--- src/rtl/fas_frame_ctrl_if.sv ---
// Observation and result bundle between the FAS datapath strobes and the
// frame sequencer. The datapath side (master) drives the strobes; the
// sequencer (slave) drives frame/result status back.
interface fas_frame_ctrl_if #(
    parameter int FRAME_LEN = 16,
    parameter int FRAME_W   = 8
);
    localparam int IDX_W = $clog2(FRAME_LEN);

    logic               fir_valid;
    logic               fft_valid;
    logic               done;
    logic [3:0]         freq;

    logic [IDX_W-1:0]   sample_idx;
    logic               frame_start;
    logic               busy;
    logic               res_valid;
    logic [3:0]         res_freq;
    logic [FRAME_W-1:0] res_frame;
    logic [7:0]         drop_cnt;
    logic               overrun;
    logic               timeout_err;

    modport master (
        output fir_valid, fft_valid, done, freq,
        input  sample_idx, frame_start, busy, res_valid, res_freq,
               res_frame, drop_cnt, overrun, timeout_err
    );

    modport slave (
        input  fir_valid, fft_valid, done, freq,
        output sample_idx, frame_start, busy, res_valid, res_freq,
               res_frame, drop_cnt, overrun, timeout_err
    );
endinterface

--- src/rtl/fas_frame_ctrl.sv ---
// Frame sequencer/monitor for FIR -> FFT -> peak analyzer. Counts FIR samples
// into frames, follows one frame at a time through the FFT and analyzer
// strobes, posts a tagged result per frame, and flags dropped frames and
// stalled stages. Purely observational: never gates the datapath.
module fas_frame_ctrl #(
    parameter int FRAME_LEN = 16,
    parameter int FRAME_W   = 8,
    parameter int TIMEOUT   = 64
) (
    input  logic            clk,
    input  logic            rst,
    fas_frame_ctrl_if.slave bus
);
    localparam int IDX_W  = $clog2(FRAME_LEN);
    localparam int WAIT_W = $clog2(TIMEOUT);

    localparam logic [IDX_W-1:0]   IDX_LAST  = IDX_W'(FRAME_LEN - 1);
    localparam logic [IDX_W-1:0]   IDX_ZERO  = IDX_W'(0);
    localparam logic [IDX_W-1:0]   IDX_ONE   = IDX_W'(1);
    localparam logic [WAIT_W-1:0]  WAIT_LAST = WAIT_W'(TIMEOUT - 1);
    localparam logic [WAIT_W-1:0]  WAIT_ZERO = WAIT_W'(0);
    localparam logic [WAIT_W-1:0]  WAIT_ONE  = WAIT_W'(1);
    localparam logic [FRAME_W-1:0] TAG_ZERO  = FRAME_W'(0);
    localparam logic [FRAME_W-1:0] TAG_ONE   = FRAME_W'(1);

    localparam logic [1:0] ST_IDLE     = 2'd0;
    localparam logic [1:0] ST_WAIT_FFT = 2'd1;
    localparam logic [1:0] ST_WAIT_ANA = 2'd2;
    localparam logic [1:0] ST_REPORT   = 2'd3;

    logic [1:0]         state_r;
    logic [1:0]         state_nxt_s;
    logic [IDX_W-1:0]   sample_idx_r;
    logic               frame_start_r;
    logic [FRAME_W-1:0] fcnt_r;
    logic [FRAME_W-1:0] cur_tag_r;
    logic [FRAME_W-1:0] cur_tag_nxt_s;
    logic               pend_v_r;
    logic [FRAME_W-1:0] pend_tag_r;
    logic [WAIT_W-1:0]  wait_cnt_r;
    logic               busy_r;
    logic               res_valid_r;
    logic [3:0]         res_freq_r;
    logic [FRAME_W-1:0] res_frame_r;
    logic [7:0]         drop_cnt_r;
    logic               overrun_r;
    logic               timeout_err_r;

    logic boundary_s;
    logic post_s;
    logic drop_s;
    logic pend_set_s;
    logic pend_clr_s;
    logic tmo_s;
    logic wait_clr_s;
    logic nxt_waiting_s;

    assign boundary_s    = bus.fir_valid & (sample_idx_r == IDX_LAST);
    assign nxt_waiting_s = (state_nxt_s == ST_WAIT_FFT) | (state_nxt_s == ST_WAIT_ANA);

    // Next-state decode: frame acceptance, drops, result posting and timeouts.
    always_comb begin
        state_nxt_s   = state_r;
        cur_tag_nxt_s = cur_tag_r;
        post_s        = 1'b0;
        drop_s        = 1'b0;
        pend_set_s    = 1'b0;
        pend_clr_s    = 1'b0;
        tmo_s         = 1'b0;
        wait_clr_s    = 1'b0;
        case (state_r)
            ST_IDLE: begin
                if (boundary_s) begin
                    state_nxt_s   = ST_WAIT_FFT;
                    cur_tag_nxt_s = fcnt_r;
                    wait_clr_s    = 1'b1;
                end else begin
                    state_nxt_s   = ST_IDLE;
                end
            end
            ST_WAIT_FFT: begin
                drop_s = boundary_s;
                if (bus.fft_valid) begin
                    wait_clr_s = 1'b1;
                    if (bus.done) begin
                        state_nxt_s = ST_REPORT;
                        post_s      = 1'b1;
                    end else begin
                        state_nxt_s = ST_WAIT_ANA;
                    end
                end else if (wait_cnt_r == WAIT_LAST) begin
                    state_nxt_s = ST_IDLE;
                    tmo_s       = 1'b1;
                end else begin
                    state_nxt_s = ST_WAIT_FFT;
                end
            end
            ST_WAIT_ANA: begin
                if (bus.done) begin
                    // A frame closing on the same cycle as the result is
                    // parked and picked up in REPORT instead of dropped.
                    state_nxt_s = ST_REPORT;
                    post_s      = 1'b1;
                    pend_set_s  = boundary_s;
                end else if (wait_cnt_r == WAIT_LAST) begin
                    drop_s      = boundary_s;
                    state_nxt_s = ST_IDLE;
                    tmo_s       = 1'b1;
                end else begin
                    drop_s      = boundary_s;
                    state_nxt_s = ST_WAIT_ANA;
                end
            end
            ST_REPORT: begin
                if (pend_v_r) begin
                    state_nxt_s   = ST_WAIT_FFT;
                    cur_tag_nxt_s = pend_tag_r;
                    pend_clr_s    = 1'b1;
                    wait_clr_s    = 1'b1;
                    drop_s        = boundary_s;
                end else if (boundary_s) begin
                    state_nxt_s   = ST_WAIT_FFT;
                    cur_tag_nxt_s = fcnt_r;
                    wait_clr_s    = 1'b1;
                end else begin
                    state_nxt_s   = ST_IDLE;
                end
            end
            default: begin
                state_nxt_s = ST_IDLE;
            end
        endcase
    end

    // Sample/frame counters: free-running with the FIR stream, independent of the FSM.
    always_ff @(posedge clk or negedge rst) begin
        if (!rst) begin
            sample_idx_r  <= IDX_ZERO;
            frame_start_r <= 1'b0;
            fcnt_r        <= TAG_ZERO;
        end else begin
            frame_start_r <= bus.fir_valid & (sample_idx_r == IDX_ZERO);
            if (bus.fir_valid) begin
                sample_idx_r <= sample_idx_r + IDX_ONE;
            end
            if (boundary_s) begin
                fcnt_r <= fcnt_r + TAG_ONE;
            end
        end
    end

    // FSM state, current/pending tags, wait counter and busy decode.
    always_ff @(posedge clk or negedge rst) begin
        if (!rst) begin
            state_r    <= ST_IDLE;
            cur_tag_r  <= TAG_ZERO;
            pend_v_r   <= 1'b0;
            pend_tag_r <= TAG_ZERO;
            wait_cnt_r <= WAIT_ZERO;
            busy_r     <= 1'b0;
        end else begin
            state_r   <= state_nxt_s;
            cur_tag_r <= cur_tag_nxt_s;
            busy_r    <= nxt_waiting_s;
            if (pend_set_s) begin
                pend_v_r   <= 1'b1;
                pend_tag_r <= fcnt_r;
            end else if (pend_clr_s) begin
                pend_v_r   <= 1'b0;
            end
            if (wait_clr_s || !nxt_waiting_s) begin
                wait_cnt_r <= WAIT_ZERO;
            end else begin
                wait_cnt_r <= wait_cnt_r + WAIT_ONE;
            end
        end
    end

    // Result posting and sticky error/drop bookkeeping.
    always_ff @(posedge clk or negedge rst) begin
        if (!rst) begin
            res_valid_r   <= 1'b0;
            res_freq_r    <= 4'd0;
            res_frame_r   <= TAG_ZERO;
            drop_cnt_r    <= 8'd0;
            overrun_r     <= 1'b0;
            timeout_err_r <= 1'b0;
        end else begin
            res_valid_r <= post_s;
            if (post_s) begin
                res_freq_r  <= bus.freq;
                res_frame_r <= cur_tag_r;
            end
            if (drop_s) begin
                overrun_r <= 1'b1;
                if (drop_cnt_r != 8'd255) begin
                    drop_cnt_r <= drop_cnt_r + 8'd1;
                end
            end
            if (tmo_s) begin
                timeout_err_r <= 1'b1;
            end
        end
    end

    assign bus.sample_idx  = sample_idx_r;
    assign bus.frame_start = frame_start_r;
    assign bus.busy        = busy_r;
    assign bus.res_valid   = res_valid_r;
    assign bus.res_freq    = res_freq_r;
    assign bus.res_frame   = res_frame_r;
    assign bus.drop_cnt    = drop_cnt_r;
    assign bus.overrun     = overrun_r;
    assign bus.timeout_err = timeout_err_r;
endmodule

--- src/flat_wrapper.sv ---
// flat-port wrapper written by rule: the top's interface ports become plain ports
module fas_frame_ctrl_flat 
#(
    parameter int FRAME_LEN = 16,
    parameter int FRAME_W   = 8,
    parameter int TIMEOUT   = 64
)
  (clk, rst, bus_fir_valid, bus_fft_valid, bus_done, bus_freq, bus_sample_idx, bus_frame_start, bus_busy, bus_res_valid, bus_res_freq, bus_res_frame, bus_drop_cnt, bus_overrun, bus_timeout_err);
  fas_frame_ctrl_if #(.FRAME_LEN(FRAME_LEN), .FRAME_W(FRAME_W)) bus_i ();
  input  logic clk;
  input  logic rst;
  input wire logic [$bits(bus_i.fir_valid)-1:0] bus_fir_valid;
  input wire logic [$bits(bus_i.fft_valid)-1:0] bus_fft_valid;
  input wire logic [$bits(bus_i.done)-1:0] bus_done;
  input wire logic [$bits(bus_i.freq)-1:0] bus_freq;
  output wire logic [$bits(bus_i.sample_idx)-1:0] bus_sample_idx;
  output wire logic [$bits(bus_i.frame_start)-1:0] bus_frame_start;
  output wire logic [$bits(bus_i.busy)-1:0] bus_busy;
  output wire logic [$bits(bus_i.res_valid)-1:0] bus_res_valid;
  output wire logic [$bits(bus_i.res_freq)-1:0] bus_res_freq;
  output wire logic [$bits(bus_i.res_frame)-1:0] bus_res_frame;
  output wire logic [$bits(bus_i.drop_cnt)-1:0] bus_drop_cnt;
  output wire logic [$bits(bus_i.overrun)-1:0] bus_overrun;
  output wire logic [$bits(bus_i.timeout_err)-1:0] bus_timeout_err;
  assign bus_i.fir_valid = bus_fir_valid;
  assign bus_i.fft_valid = bus_fft_valid;
  assign bus_i.done = bus_done;
  assign bus_i.freq = bus_freq;
  assign bus_sample_idx = bus_i.sample_idx;
  assign bus_frame_start = bus_i.frame_start;
  assign bus_busy = bus_i.busy;
  assign bus_res_valid = bus_i.res_valid;
  assign bus_res_freq = bus_i.res_freq;
  assign bus_res_frame = bus_i.res_frame;
  assign bus_drop_cnt = bus_i.drop_cnt;
  assign bus_overrun = bus_i.overrun;
  assign bus_timeout_err = bus_i.timeout_err;
  fas_frame_ctrl #(.FRAME_LEN(FRAME_LEN), .FRAME_W(FRAME_W), .TIMEOUT(TIMEOUT)) u_core (.clk(clk), .rst(rst), .bus(bus_i));
endmodule
--- config.mk ---
export PLATFORM = sky130hd
export DESIGN_NAME = fas_frame_ctrl_flat
export DESIGN_NICKNAME = d
export VERILOG_FILES = /design/src/rtl/fas_frame_ctrl_if.sv /design/src/rtl/fas_frame_ctrl.sv /design/src/flat_wrapper.sv
export SDC_FILE = /design/constraint.sdc
export NUM_CORES = 1
export LEC_CHECK = 0
export BUFFER_PORTS_ARGS = -buffer_cell sky130_fd_sc_hd__buf_2
export CAP_MARGIN = 20
export CORE_MARGIN = 2
export CORE_UTILIZATION = 40
export CTS_CLUSTER_SIZE = 10
export DETAILED_ROUTE_END_ITERATION = 16
export PLACE_DENSITY = 0.58
export SLEW_MARGIN = 20
export SYNTH_ARGS = -nofsm -noshare
export SYNTH_HDL_FRONTEND = slang
export SYNTH_SLANG_ARGS = --single-unit
--- constraint.sdc ---
create_clock -name clk -period 2.2 [get_ports clk]
set_clock_uncertainty 0.2 [all_clocks]
set_input_delay 0.44 -clock clk [delete_from_list [all_inputs] [get_ports clk]]
set_output_delay 0.44 -clock clk [all_outputs]
set_load 0.005 [all_outputs]
==> impl_metrics.ini <==
[global_routing]
grt_overflow = 0
grt_use_total = 0.1538
antenna_found_initial = 0
grt_max_degree = 38
grt_pass1_wl_um = 8949
first_global_vias = 1866

[min_path]
hold_end = u_core.bus.res_freq[0]
min-delay-start = bus_freq[0]
min_path_type = input port to register
hold_depth = 2

[routing]
viasPerCell = 5.197
ant_nets = 0
drt-total-wl_um = 5307
drt_iter0_drc = 45
dr.pass1.iters = 4
drc = 0
num_vias = 1902
wl_per_cell_um = 14.50

[critical_path]
r2r-start = u_core.state_r[1]
r2r_slack_ps = 100
end_kind = register
worst_ep_arrival_time_ps = 2130
reg2reg_depth = 6
worstReg2RegEnd = u_core.bus.drop_cnt[1]
worst_ep_required_time_ps = 2230
critical_path.max_fanout = 8
crit_type = register to register
critPathLaunchType = register

[cells_and_area]
syn_to_final_growth_pct = 21.37
n_antenna_cell = 0
nNetsFinal = 301
final_cell_mix = 62 x dfrtp_1, 37 x buf_2, 21 x mux2_2
drive_gt1_frac = 0.3566
layout_commonest_cell = dfrtp_1
fin_cells = 366
fin_area_um2 = 3368

[timing]
fmaxAchievable_mhz = 475.2
min_period_over_period = 0.9566
worst_slew_pin_slew_ps = 601.4
finalHoldViolCount = 0
grt_setup_unrepaired = yes
setup-tns-final_ps = 0
fin_crit_ps = 2105
timing.hold.ws_ps = 120.7
drv_slew = 0
slew-limit-headroom = 0.5976
finalSetupViolations = 0

[clock_tree]
max-clock-path-buffers = 2
clock-sinks = 62
htree_levels = 3
cts_tree = built
postCtsSetupRepairBufs = 0
cts_root_buf = clkbuf_8
clock_latency_ps = 340
cts_buffers = 9
clkTransAtPathRegs_ps = 70

[logic_synthesis]
ys_warn_count = 0
ys_types = 37
netlist_area_um2 = 2775
synthCells = 225
syn_area_per_cell_um2 = 12.33
synth_nets = 245
ys_ff_latch = 62
seq_area_frac_synth = 0.5591

[place]
numPortBuffers = 37
detailed_place.area_um2 = 3143
placed_cells = 349
dp_hpwl_um = 3696
gp_congestion = 0.7857

[power_and_ir_drop]
cellLeakagePower_nw = 1.725
ir_drop_uv = 424.9
finalPower_w = 0.002820
p_per_area_nw_per_um2 = 837.1

[job]
cap_violations = 0

[floorplan]
rows = 30
die_y_um = 87.30
coreArea_um2 = 6756
start_util = 0.4107
io_pins = 38
die_area_um2 = 7620
die-width_um = 87.30

[run_status]
outcome = complete, no violations
[report_power, final]
part           internal, W  switching [W]  total (W)
clock network     0.000408       0.000461   0.000869
logic             0.000263       0.000298   0.000561
registers          0.00126       0.000126    0.00139
[worst max-delay path by stage]
stage	startpoint	to	slack (ps)	cells past startpoint
2_1_floorplan	u_core.bus.sample_idx[0]	u_core.pend_tag_r[0]	140	6
3_3_place_gp	u_core.state_r[1]	u_core.wait_cnt_r[2]	90	7
3_5_place_dp	u_core.state_r[0]	u_core.bus.drop_cnt[1]	20	6
4_1_cts	u_core.state_r[0]	u_core.bus.drop_cnt[1]	20	6
5_1_grt	u_core.state_r[0]	u_core.wait_cnt_r[0]	-20	7
6_report	u_core.state_r[1]	u_core.bus.drop_cnt[1]	100	6
[area by class of cell]
| cell class | instances | area (um^2) |
|---|---|---|
| fillers | 625 | 3388 |
| flip-flops and latches | 62 | 1551 |
| multi-input cells | 148 | 1202 |
| repair buffers | 51 | 305.3 |
| clock buffers | 9 | 123.9 |
| well taps | 80 | 100.1 |
| clock inverters | 7 | 51.30 |
| inverters | 9 | 33.78 |
[cell usage after synthesis]
cell type | instances | area share
a211o_1 | 1 | 0.0032
a21o_1 | 4 | 0.011
a21o_2 | 1 | 0.0032
a21oi_1 | 3 | 0.0054
a221oi_1 | 6 | 0.019
a221oi_2 | 1 | 0.0054
a22o_1 | 1 | 0.0032
a22oi_1 | 8 | 0.022
a311o_4 | 1 | 0.0072
a311oi_1 | 1 | 0.0032
a41o_1 | 1 | 0.0036
a41o_2 | 1 | 0.0041
and2_1 | 3 | 0.0068
and3_1 | 3 | 0.0068
and4_2 | 1 | 0.0036
buf_1 | 1 | 0.0014
buf_2 | 1 | 0.0018
buf_4 | 1 | 0.0027
clkbuf_1 | 3 | 0.0041
dfrtp_1 | 62 | 0.56
ha_1 | 11 | 0.050
inv_1 | 9 | 0.012
mux2_2 | 21 | 0.085
nand2_1 | 20 | 0.027
nand2b_1 | 2 | 0.0045
nand3_1 | 11 | 0.020
nand4_1 | 4 | 0.0090
nand4_4 | 1 | 0.0077
nor2_1 | 4 | 0.0054
nor3_1 | 2 | 0.0036
nor3b_1 | 1 | 0.0027
nor4_1 | 3 | 0.0068
nor4b_2 | 1 | 0.0054
o21ai_0 | 9 | 0.016
or2b_1 | 1 | 0.0027
xnor2_1 | 9 | 0.028
xor2_1 | 12 | 0.038
[per-stage QoR]
step                setup slack (ps)    util
finish                         95.47  0.4985
floorplan                      139.0       -
CTS                            15.97  0.4926
global route                  -15.25  0.4985
global placement               89.86  0.4652
detailed placement             21.79  0.4652
[repair_timing]
| item | 4_1_cts | 5_1_grt |
|---|---|---|
| gates resized for setup | 0 | 9 |
| endpoints found under the setup margin | 0 | 10 |
| endpoints found under the hold margin | 14 | 0 |
| hold buffers | 1 | 0 |
[cells by family after synthesis]
| group | after synthesis | synth area share |
|---|---|---|
| buf+inv | 15 | 0.02209 |
| simple gates | 57 | 0.1118 |
| flops | 62 | 0.5591 |
| compound gates | 38 | 0.1060 |
| xor+xnor | 21 | 0.06628 |
| fa+ha+maj | 11 | 0.04959 |
| mux | 21 | 0.08521 |
[worst max-delay path, cell delays in order (launching register included)]
cell and delay, ps:
dfrtp_1 410, inv_1 120, ha_2 240, inv_1 60
a311o_4 460, nor2_2 160, mux2_2 340
[state kept, by name (all words and copies together) (netlist names), 2 cells and up]
signal                 count
u_core.bus.res_freq        4
u_core.fcnt_r              8
u_core.wait_cnt_r          6
u_core.state_r             2
u_core.bus.sample_idx      4
u_core.cur_tag_r           8
u_core.bus.drop_cnt        8
u_core.bus.res_frame       8
u_core.pend_tag_r          8
[routing by layer]
layer	part of all wire	global-route usage	wire (um)	up-vias
met5	0	0	0	-
met4	0.024	0.08811	129	0
met3	0.031	0.02938	166	12
met2	0.47	0.2300	2479	29
met1	0.48	0.2077	2532	940
li1	-	-	-	921
No activity file was read; power rests on OpenSTA's default activity.
